--- src/rtl/pc_fetch_if.sv ---
// Fetch-stage bus: imem request/response, decode handshake and next-PC feedback.
// Master is the fetch stage; slave is the memory/decode/selector side.
interface pc_fetch_if #(
  parameter int size = 32
);
  logic [size-1:0] pc_next;
  logic            flush;
  logic            imem_ack;
  logic [31:0]     imem_rdata;
  logic            instr_ready;
  logic            imem_req;
  logic [size-1:0] imem_addr;
  logic [size-1:0] pc;
  logic [size-1:0] pc_plus4;
  logic [31:0]     instr;
  logic            instr_valid;

  modport master (
    input  pc_next,
    input  flush,
    input  imem_ack,
    input  imem_rdata,
    input  instr_ready,
    output imem_req,
    output imem_addr,
    output pc,
    output pc_plus4,
    output instr,
    output instr_valid
  );

  modport slave (
    output pc_next,
    output flush,
    output imem_ack,
    output imem_rdata,
    output instr_ready,
    input  imem_req,
    input  imem_addr,
    input  pc,
    input  pc_plus4,
    input  instr,
    input  instr_valid
  );
endinterface

--- src/rtl/pc_fetch.sv ---
// PC register and instruction fetch stage (IDLE/REQ/VALID FSM).
// Optional PC_ALIGN_CHECK_EN: misaligned pc_next halts fetch with sticky misalign.
module pc_fetch #(
  parameter int          size     = 32,
  parameter logic [31:0] RESET_PC = 32'h0000_0000
) (
  input  logic       clk,
  input  logic       reset,
`ifdef PC_ALIGN_CHECK_EN
  output logic       misalign,
`endif
  pc_fetch_if.master bus
);

  localparam logic [31:0] NOP = 32'h0000_0013;

  typedef enum logic [1:0] {
    IDLE,
    REQ,
    VALID
  } state_t;

  state_t          state;
  logic [size-1:0] pc_q;
  logic [31:0]     instr_q;
  logic            req_q;
  logic            valid_q;

  logic            do_load;
  logic            bad;
  logic            stop;
  logic [size-1:0] load_pc;

  assign do_load = (state == REQ && bus.flush) ||
                   (state == VALID && (bus.flush || bus.instr_ready));

`ifdef PC_ALIGN_CHECK_EN
  logic misalign_q;

  assign bad     = bus.pc_next[1:0] != 2'b00;
  assign load_pc = bus.pc_next;
  assign stop    = misalign_q;
  assign misalign = misalign_q;

  always_ff @(posedge clk) begin
    if (reset)
      misalign_q <= 1'b0;
    else if (do_load && bad)
      misalign_q <= 1'b1;
  end
`else
  assign bad     = 1'b0;
  assign load_pc = bus.pc_next & ~size'(3);
  assign stop    = 1'b0;
`endif

  // flush/accept overrides the per-state update below
  always_ff @(posedge clk) begin
    if (reset) begin
      state   <= IDLE;
      pc_q    <= size'(RESET_PC);
      instr_q <= NOP;
      req_q   <= 1'b0;
      valid_q <= 1'b0;
    end else begin
      case (state)
        IDLE: begin
          if (!stop) begin
            state <= REQ;
            req_q <= 1'b1;
          end
        end
        REQ: begin
          if (!bus.flush && bus.imem_ack) begin
            instr_q <= bus.imem_rdata;
            state   <= VALID;
            req_q   <= 1'b0;
            valid_q <= 1'b1;
          end
        end
        VALID: ;
        default: begin
          state   <= IDLE;
          req_q   <= 1'b0;
          valid_q <= 1'b0;
        end
      endcase
      if (do_load) begin
        valid_q <= 1'b0;
        if (bad) begin
          state <= IDLE;
          req_q <= 1'b0;
        end else begin
          pc_q  <= load_pc;
          state <= REQ;
          req_q <= 1'b1;
        end
      end
    end
  end

  assign bus.imem_req    = req_q;
  assign bus.imem_addr   = pc_q;
  assign bus.pc          = pc_q;
  assign bus.pc_plus4    = pc_q + size'(4);
  assign bus.instr       = instr_q;
  assign bus.instr_valid = valid_q;

endmodule

--- src/flat_wrapper.sv ---
// flat-port wrapper written by rule: the top's interface ports become plain ports
module pc_fetch_flat 
#(
  parameter int          size     = 32,
  parameter logic [31:0] RESET_PC = 32'h0000_0000
)
  (clk, reset, bus_pc_next, bus_flush, bus_imem_ack, bus_imem_rdata, bus_instr_ready, bus_imem_req, bus_imem_addr, bus_pc, bus_pc_plus4, bus_instr, bus_instr_valid);
  pc_fetch_if #(.size(size)) bus_i ();
  input  logic clk;
  input  logic reset;
  input wire logic [$bits(bus_i.pc_next)-1:0] bus_pc_next;
  input wire logic [$bits(bus_i.flush)-1:0] bus_flush;
  input wire logic [$bits(bus_i.imem_ack)-1:0] bus_imem_ack;
  input wire logic [$bits(bus_i.imem_rdata)-1:0] bus_imem_rdata;
  input wire logic [$bits(bus_i.instr_ready)-1:0] bus_instr_ready;
  output wire logic [$bits(bus_i.imem_req)-1:0] bus_imem_req;
  output wire logic [$bits(bus_i.imem_addr)-1:0] bus_imem_addr;
  output wire logic [$bits(bus_i.pc)-1:0] bus_pc;
  output wire logic [$bits(bus_i.pc_plus4)-1:0] bus_pc_plus4;
  output wire logic [$bits(bus_i.instr)-1:0] bus_instr;
  output wire logic [$bits(bus_i.instr_valid)-1:0] bus_instr_valid;
  assign bus_i.pc_next = bus_pc_next;
  assign bus_i.flush = bus_flush;
  assign bus_i.imem_ack = bus_imem_ack;
  assign bus_i.imem_rdata = bus_imem_rdata;
  assign bus_i.instr_ready = bus_instr_ready;
  assign bus_imem_req = bus_i.imem_req;
  assign bus_imem_addr = bus_i.imem_addr;
  assign bus_pc = bus_i.pc;
  assign bus_pc_plus4 = bus_i.pc_plus4;
  assign bus_instr = bus_i.instr;
  assign bus_instr_valid = bus_i.instr_valid;
  pc_fetch #(.size(size), .RESET_PC(RESET_PC)) u_core (.clk(clk), .reset(reset), .bus(bus_i));
endmodule
--- config.mk ---
export PLATFORM = sky130hd
export DESIGN_NAME = pc_fetch_flat
export DESIGN_NICKNAME = d
export VERILOG_FILES = /design/src/rtl/pc_fetch_if.sv /design/src/rtl/pc_fetch.sv /design/src/flat_wrapper.sv
export SDC_FILE = /design/constraint.sdc
export NUM_CORES = 1
export LEC_CHECK = 0
export CAP_MARGIN = 5
export CORE_ASPECT_RATIO = 0.75
export CORE_MARGIN = 2
export CORE_UTILIZATION = 35
export CTS_CLUSTER_SIZE = 10
export DETAILED_ROUTE_END_ITERATION = 12
export HOLD_SLACK_MARGIN = 0.1
export MAX_ROUTING_LAYER = met4
export PLACE_DENSITY = 0.77
export SETUP_SLACK_MARGIN = 0.05
export SLEW_MARGIN = 0
export SYNTH_ARGS = -nofsm -noshare
export SYNTH_HDL_FRONTEND = slang
export SYNTH_SLANG_ARGS = --single-unit
--- constraint.sdc ---
create_clock -name clk -period 4.7 [get_ports clk]
set_clock_uncertainty 0.15 [all_clocks]
set_input_delay 1.175 -clock clk [delete_from_list [all_inputs] [get_ports clk]]
set_output_delay 1.175 -clock clk [all_outputs]
set_load 0.005 [all_outputs]
==> impl_metrics.json, run 1 <==
{
  "status": "finished clean",
  "mostFrequentLayoutCell": "clkdlybuf4s50_1",
  "cp.required_ns": 3.38,
  "dieArea_um2": 10000,
  "grt_pass1_vias": 3081,
  "drcViolationCount": 0,
  "grt_usage": 0.190,
  "routedWlPerCell_um": 13.8,
  "critPathLaunchType": "flop",
  "period_needed_ns": 3.93,
  "finalCritPeriodShare": 0.835,
  "place_congestion": 0.830,
  "p_sw_frac": 0.234,
  "clockPowerShare": 0.428,
  "cts_hold_buffers": 0,
  "cts_buffer_depth": 2,
  "hold_path.class": "flop to flop",
  "drtPass1Iterations": 4,
  "viasPerCell": 4.79,
  "initialDrtViolationCount": 162,
  "setup_violations": 0,
  "fp-row-count": 30,
  "relSlewSlack": 0.206,
  "drive_above_1_share": 0.0637,
  "fp.dieH_um": 87.2,
  "synth_cell_types": 39,
  "ys_seq_elements": 65,
  "synth_area_leaders": "dfxtp_1 40%, nand2_1 15%, a21oi_1 9.3%",
  "ys_seq_area_frac": 0.403,
  "cpPeakStageDelay_ns": 0.54,
  "clock_latency_ns": 0.32,
  "core_um2": 9010,
  "cts.htree.levels": 3,
  "worst-r2r-cell-count": 3,
  "area_growth_pct": 61.9,
  "synthArstFlopShare": 0,
  "p_sw_w": 0.000348,
  "worst-setup-path-type": "flop to output port",
  "p_comb_frac": 0.162,
  "synth_edf_count": 0,
  "peakVddDrop_v": 0.000194,
  "fmax_mhz": 255,
  "grt_max_degree": 66,
  "place_hpwl_mm": 6.98,
  "cts_tree": "done",
  "finish.instance_area_um2": 5230,
  "num_antenna_cells": 0,
  "setup_tns_ns": 0,
  "hold_violations": 0,
  "cts_resized": 0,
  "synth_cells": 411,
  "ant_nets": 0,
  "mostFrequentLayoutCells": "189 x clkdlybuf4s50_1, 133 x nand2_1, 65 x dfxtp_1",
  "io_buffer_count": 190,
  "grt_overflow": 0,
  "drv_slew": 0,
  "ys_warn_count": 0,
  "path_max_fanout": 8,
  "grt_pass1_wl_mm": 14.8,
  "dpl_cell_area_um2": 4940,
  "die_width_um": 115,
  "worstMarginPinSlew_ns": 1.19,
  "cts_made_buffers": 9,
  "synth.avg_cell_area_um2": 7.86,
  "yosys.area.top_type": "dfxtp_1",
  "cts_setup_buffers": 0,
  "final_nets": 630,
  "antenna_found_initial": 0,
  "routed_wl_mm": 9.37,
  "ys.flop_type": "dfxtp_1",
  "root_buffer": "clkbuf_16",
  "fin_hold_ws_ns": 0.306,
  "critPathArrivalTime_ns": 2.60,
  "synth_top_cell_area_share": 0.403,
  "cpMaxStageDelayCell": "clkdlybuf4s50_1",
  "p_per_area_nw_per_um2": 285,
  "clock-sinks": 65,
  "p_leak_nw": 1.92,
  "timing.max_cap.violations": 0,
  "rsz0062_at_grt": "no",
  "crit_chain": "ha_1 > and4_4 > nand3_2 > nor4_2 > xnor2_1 > clkdlybuf4s50_1",
  "p_seq_frac": 0.410,
  "io-pin-count": 199,
  "synthesis.area_um2": 3230,
  "end_kind": "output port",
  "p_int_w": 0.00114,
  "path_clk_slew_ns": 0.06,
  "num_vias": 3245,
  "min_path_cells": 2,
  "initial_utilization": 0.359
}
## sequential cells by signal, summed over array words and instances (netlist names)
name / cells
u_core.bus.instr: 32
u_core.bus.imem_addr: 30
u_core.state: 2
u_core.bus.instr_valid: 1
## kinds of logic after synthesis
group | synth area share
XOR/XNOR | 0.0759
buffers and inverters | 0.120
multiplexers | 0.00658
flip-flops | 0.403
AND/OR/NAND/NOR | 0.289
adder cells (fa/ha/maj) | 0.00387
other | 0.00116
AO/OA/AOI/OAI | 0.100
## metrics by stage
stage / util / setup slack, ns / std cells / power, W
2_1_floorplan: - / 1.92 / 416 / 0.000711
3_3_place_gp: 0.549 / 1.26 / 661 / 0.000860
3_5_place_dp: 0.549 / 1.13 / 661 / 0.000866
4_1_cts: 0.581 / 0.772 / 677 / 0.00151
5_1_grt: 0.581 / 0.675 / 677 / 0.00156
6_report: 0.581 / 0.774 / 677 / 0.00149
## cell type report
class | count | area [um2]
Tap cell | 112 | 140
Clock inverter | 5 | 56.3
Timing Repair Buffer | 191 | 1900
Clock buffer | 11 | 233
Fill cell | 860 | 3780
Multi-Input combinational cell | 287 | 1580
Sequential cell | 65 | 1300
Inverter | 6 | 22.5
## synthesized netlist by cell type, drive strengths merged (2+ instances only)
cell type / instances
buf: 49
nand3: 10
nand3b: 3
a21oi: 60
xor2: 13
nand4: 7
and3: 5
xnor2: 15
inv: 6
nor3: 10
clkbuf: 9
nor4: 2
nor2: 5
and4: 4
dfxtp: 65
nand2: 134
## power by group through the flow
stage                     Combinational, W  Sequential [W]  Clock [W]
after floorplan                  0.0000961        0.000615          0
after CTS                         0.000245        0.000610   0.000655
after global routing              0.000264        0.000615   0.000682
final                             0.000242        0.000611   0.000638
after detailed placement          0.000243        0.000622          0
after global placement            0.000239        0.000621          0
## worst paths after layout
check | to | start | slack [ns]
max | bus_pc_plus4[30] | u_core.bus.imem_addr[2]$_SDFFE_PP0P_ | 0.77
min | u_core.bus.instr[15]$_SDFFE_PP0P_ | u_core.bus.instr[15]$_SDFFE_PP0P_ | 0.31
min reg2reg | u_core.bus.instr[15]$_SDFFE_PP0P_ | u_core.bus.instr[15]$_SDFFE_PP0P_ | 0.31
max reg2reg | u_core.bus.instr[13]$_SDFFE_PP0P_ | u_core.state[1]$_SDFFE_PP0P_ | 2.67
## critical path, delay by kind of cell (launching register included)
kind / cells / cell delay (ns)
simple gates: 3 / 0.80
fa+ha+maj: 1 / 0.28
xor+xnor: 1 / 0.18
flops: 1 / 0.49
buf+inv: 1 / 0.54
## routing by layer
layer,share of wire,GRT usage,routed length (um),vias to the layer above
met3,0.059,0.0501,556,10
met4,0.011,0.0493,103,0
met1,0.44,0.236,4160,1510
met5,0,-,0,-
li1,-,-,-,1603
met2,0.49,0.308,4550,122
(Power assumes the default switching activity.)
==> inputs of run 2 (changes only) <==
--- a/config.mk
+++ b/config.mk
@@ -8,12 +8,12 @@
 export CAP_MARGIN = 5
 export CORE_ASPECT_RATIO = 0.75
 export CORE_MARGIN = 2
-export CORE_UTILIZATION = 35
+export CORE_UTILIZATION = 34
 export CTS_CLUSTER_SIZE = 10
 export DETAILED_ROUTE_END_ITERATION = 12
 export HOLD_SLACK_MARGIN = 0.1
 export MAX_ROUTING_LAYER = met4
-export PLACE_DENSITY = 0.77
+export PLACE_DENSITY = 0.78
 export SETUP_SLACK_MARGIN = 0.05
 export SLEW_MARGIN = 0
 export SYNTH_ARGS = -nofsm -noshare
==> constraint.sdc (replaced) <==
create_clock -name clk -period 3.3 [get_ports clk]
set_clock_uncertainty 0.15 [all_clocks]
set_input_delay 0.825 -clock clk [delete_from_list [all_inputs] [get_ports clk]]
set_output_delay 0.825 -clock clk [all_outputs]
set_load 0.005 [all_outputs]
==> run 2 against run 1 <==
  * Global-route usage down 0.19 points
  * Clock-buffer cell count down 2
  * Clock power rose by 72%
  * Die area increased by 2.8%
  * Combinational power up 54%
  * Worst hold slack lost 0.0015 ns
  * Final cell count rose by 5.8%
  * Critical path type unchanged
  * Highest routed layer unchanged
==> impl_metrics.json, run 2 (synthesis gave the netlist of run 1 again) <==
{
  "status": "finished clean",
  "fp-row-count": 30,
  "root_buffer": "clkbuf_16",
  "grt_usage": 0.188,
  "cp-endpoint": "bus_pc_plus4[22]",
  "io-pin-count": 199,
  "setup_violations": 0,
  "largest_reg_flops": 32,
  "rr_startpoint": "u_core.state[1]$_SDFFE_PP0P_",
  "worst-setup-path-type": "flop to output port",
  "fin_hold_ws_ns": 0.304,
  "critPathLaunchType": "flop",
  "io_buffer_count": 190,
  "die_width_um": 117,
  "final_nets": 653,
  "worstMarginPinSlew_ns": 0.565,
  "ant_nets": 0,
  "drtPass1Iterations": 4,
  "setup_tns_ns": 0,
  "mostFrequentLayoutCell": "clkdlybuf4s50_1",
  "fin_cells": 716,
  "seq_area_um2": 1320,
  "grt_pass1_vias": 3026,
  "clock_latency_ns": 0.31,
  "initialDrtViolationCount": 135,
  "mostFrequentLayoutCells": "186 x clkdlybuf4s50_1, 133 x nand2_1, 60 x a21oi_1",
  "path_max_fanout": 6,
  "hold_violations": 0,
  "num-fill-cells": 812,
  "routed_wl_mm": 9.85,
  "peakVddDrop_v": 0.000264,
  "cts_made_buffers": 9,
  "drcViolationCount": 0,
  "initial_utilization": 0.353,
  "place_hpwl_mm": 7.38,
  "cp.required_ns": 2.32,
  "viasPerCell": 4.66,
  "p_leak_nw": 2.19,
  "grt_pass1_wl_mm": 14.7,
  "num_antenna_cells": 0,
  "placed_cells": 693,
  "core_um2": 9160,
  "rsz0062_at_grt": "yes",
  "cts_buffer_depth": 2,
  "critPathArrivalTime_ns": 2.21,
  "hold_path.class": "flop to flop",
  "grt_overflow": 0,
  "relSlewSlack": 0.623,
  "path_clk_slew_ns": 0.06,
  "dieArea_um2": 10300,
  "place_congestion": 0.865,
  "fp.dieH_um": 88.4,
  "end_kind": "output port",
  "finalCritPeriodShare": 0.965,
  "r2r_end": "u_core.bus.imem_addr[21]$_SDFFE_PP0P_",
  "p_per_area_nw_per_um2": 417,
  "cts.htree.levels": 3,
  "clock-sinks": 65,
  "drv_slew": 0,
  "cts_tree": "done",
  "antenna_found_initial": 0,
  "power.total_w": 0.00233,
  "timing.max_cap.violations": 0,
  "worst-r2r-cell-count": 4,
  "r2r_slack_ns": 1.44,
  "grt_max_degree": 42,
  "num_vias": 3339,
  "cts_hold_buffers": 0,
  "area_growth_pct": 73.0,
  "multi_input_area_um2": 1640,
  "routedWlPerCell_um": 13.8,
  "drive_above_1_share": 0.136,
  "fmax_mhz": 314,
  "startpoint": "u_core.bus.imem_addr[3]$_SDFFE_PP0P_",
  "period_needed_ns": 3.19
}
==> run 2: cell types whose count changed in the layout (fill, tap and decap cells not counted), moves of 3 or more <==
cell / before / now
dlymetal6s2s_1: 0 / 3
buf_4: 1 / 23
nor3_1: 5 / 1
dfxtp_2: 0 / 12
clkdlybuf4s50_1: 189 / 186
dfxtp_1: 65 / 52
==> run 2: worst min path at each step <==
stage	start	to	slack, ns	cells after the start
floorplan	u_core.bus.instr[10]$_SDFFE_PP0P_	u_core.bus.instr[10]$_SDFFE_PP0P_	0.30	2
global placement	u_core.bus.instr[23]$_SDFFE_PP0P_	u_core.bus.instr[23]$_SDFFE_PP0P_	0.29	2
detailed placement	u_core.bus.instr[6]$_SDFFE_PP0P_	u_core.bus.instr[6]$_SDFFE_PP0P_	0.30	2
CTS	u_core.bus.instr[6]$_SDFFE_PP0P_	u_core.bus.instr[6]$_SDFFE_PP0P_	0.31	2
global route	u_core.bus.instr[2]$_SDFFE_PP0P_	u_core.bus.instr[2]$_SDFFE_PP0P_	0.33	2
finish	u_core.bus.instr[22]$_SDFFE_PP0P_	u_core.bus.instr[22]$_SDFFE_PP0P_	0.30	2
==> run 2: power by group <==
part | switching [W] | internal, W | total [W]
clock | 0.000353 | 0.000745 | 0.00110
combinational | 0.000136 | 0.000235 | 0.000372
sequential | 0.0000393 | 0.000822 | 0.000862
total | 0.000528 | 0.00180 | 0.00233
==> run 2: cell type report <==
| class | count | area share |
|---|---|---|
| clock inverters | 7 | 0.0224 |
| clock buffers | 9 | 0.0403 |
| flip-flops and latches | 65 | 0.236 |
| inverters | 6 | 0.00403 |
| multi-input cells | 287 | 0.294 |
| repair buffers | 214 | 0.375 |
| well taps | 128 | 0.0286 |
==> run 2: timing repair <==
action,CTS,global route
gates resized for setup,5,24
endpoints found under the setup margin,6,15
pin swaps,0,7
setup buffers,0,7
==> run 2: worst max-delay path, cell delays in order, from the launching register on <==
cell and delay, ns:
dfxtp_1 0.34, ha_2 0.21, and4_4 0.30, nand4_4 0.15, nor3_2 0.16, xor2_1 0.19, clkdlybuf4s50_1 0.55
==> run 2: per-stage QoR <==
stage                     utilization  worst slack, ns  instance area (um2)
after floorplan                     -            0.873                 3250
after global placement          0.555            0.406                 5080
after detailed placement        0.555            0.348                 5080
after CTS                       0.596           0.0534                 5460
after global routing            0.611         -0.00113                 5590
final                           0.611            0.114                 5590
==> run 2: metal layers <==
layer	wire length, um	global-route usage
met1	4230	0.232
met2	4930	0.319
met3	570	0.0315
met4	113	0.0524
met5	0	-
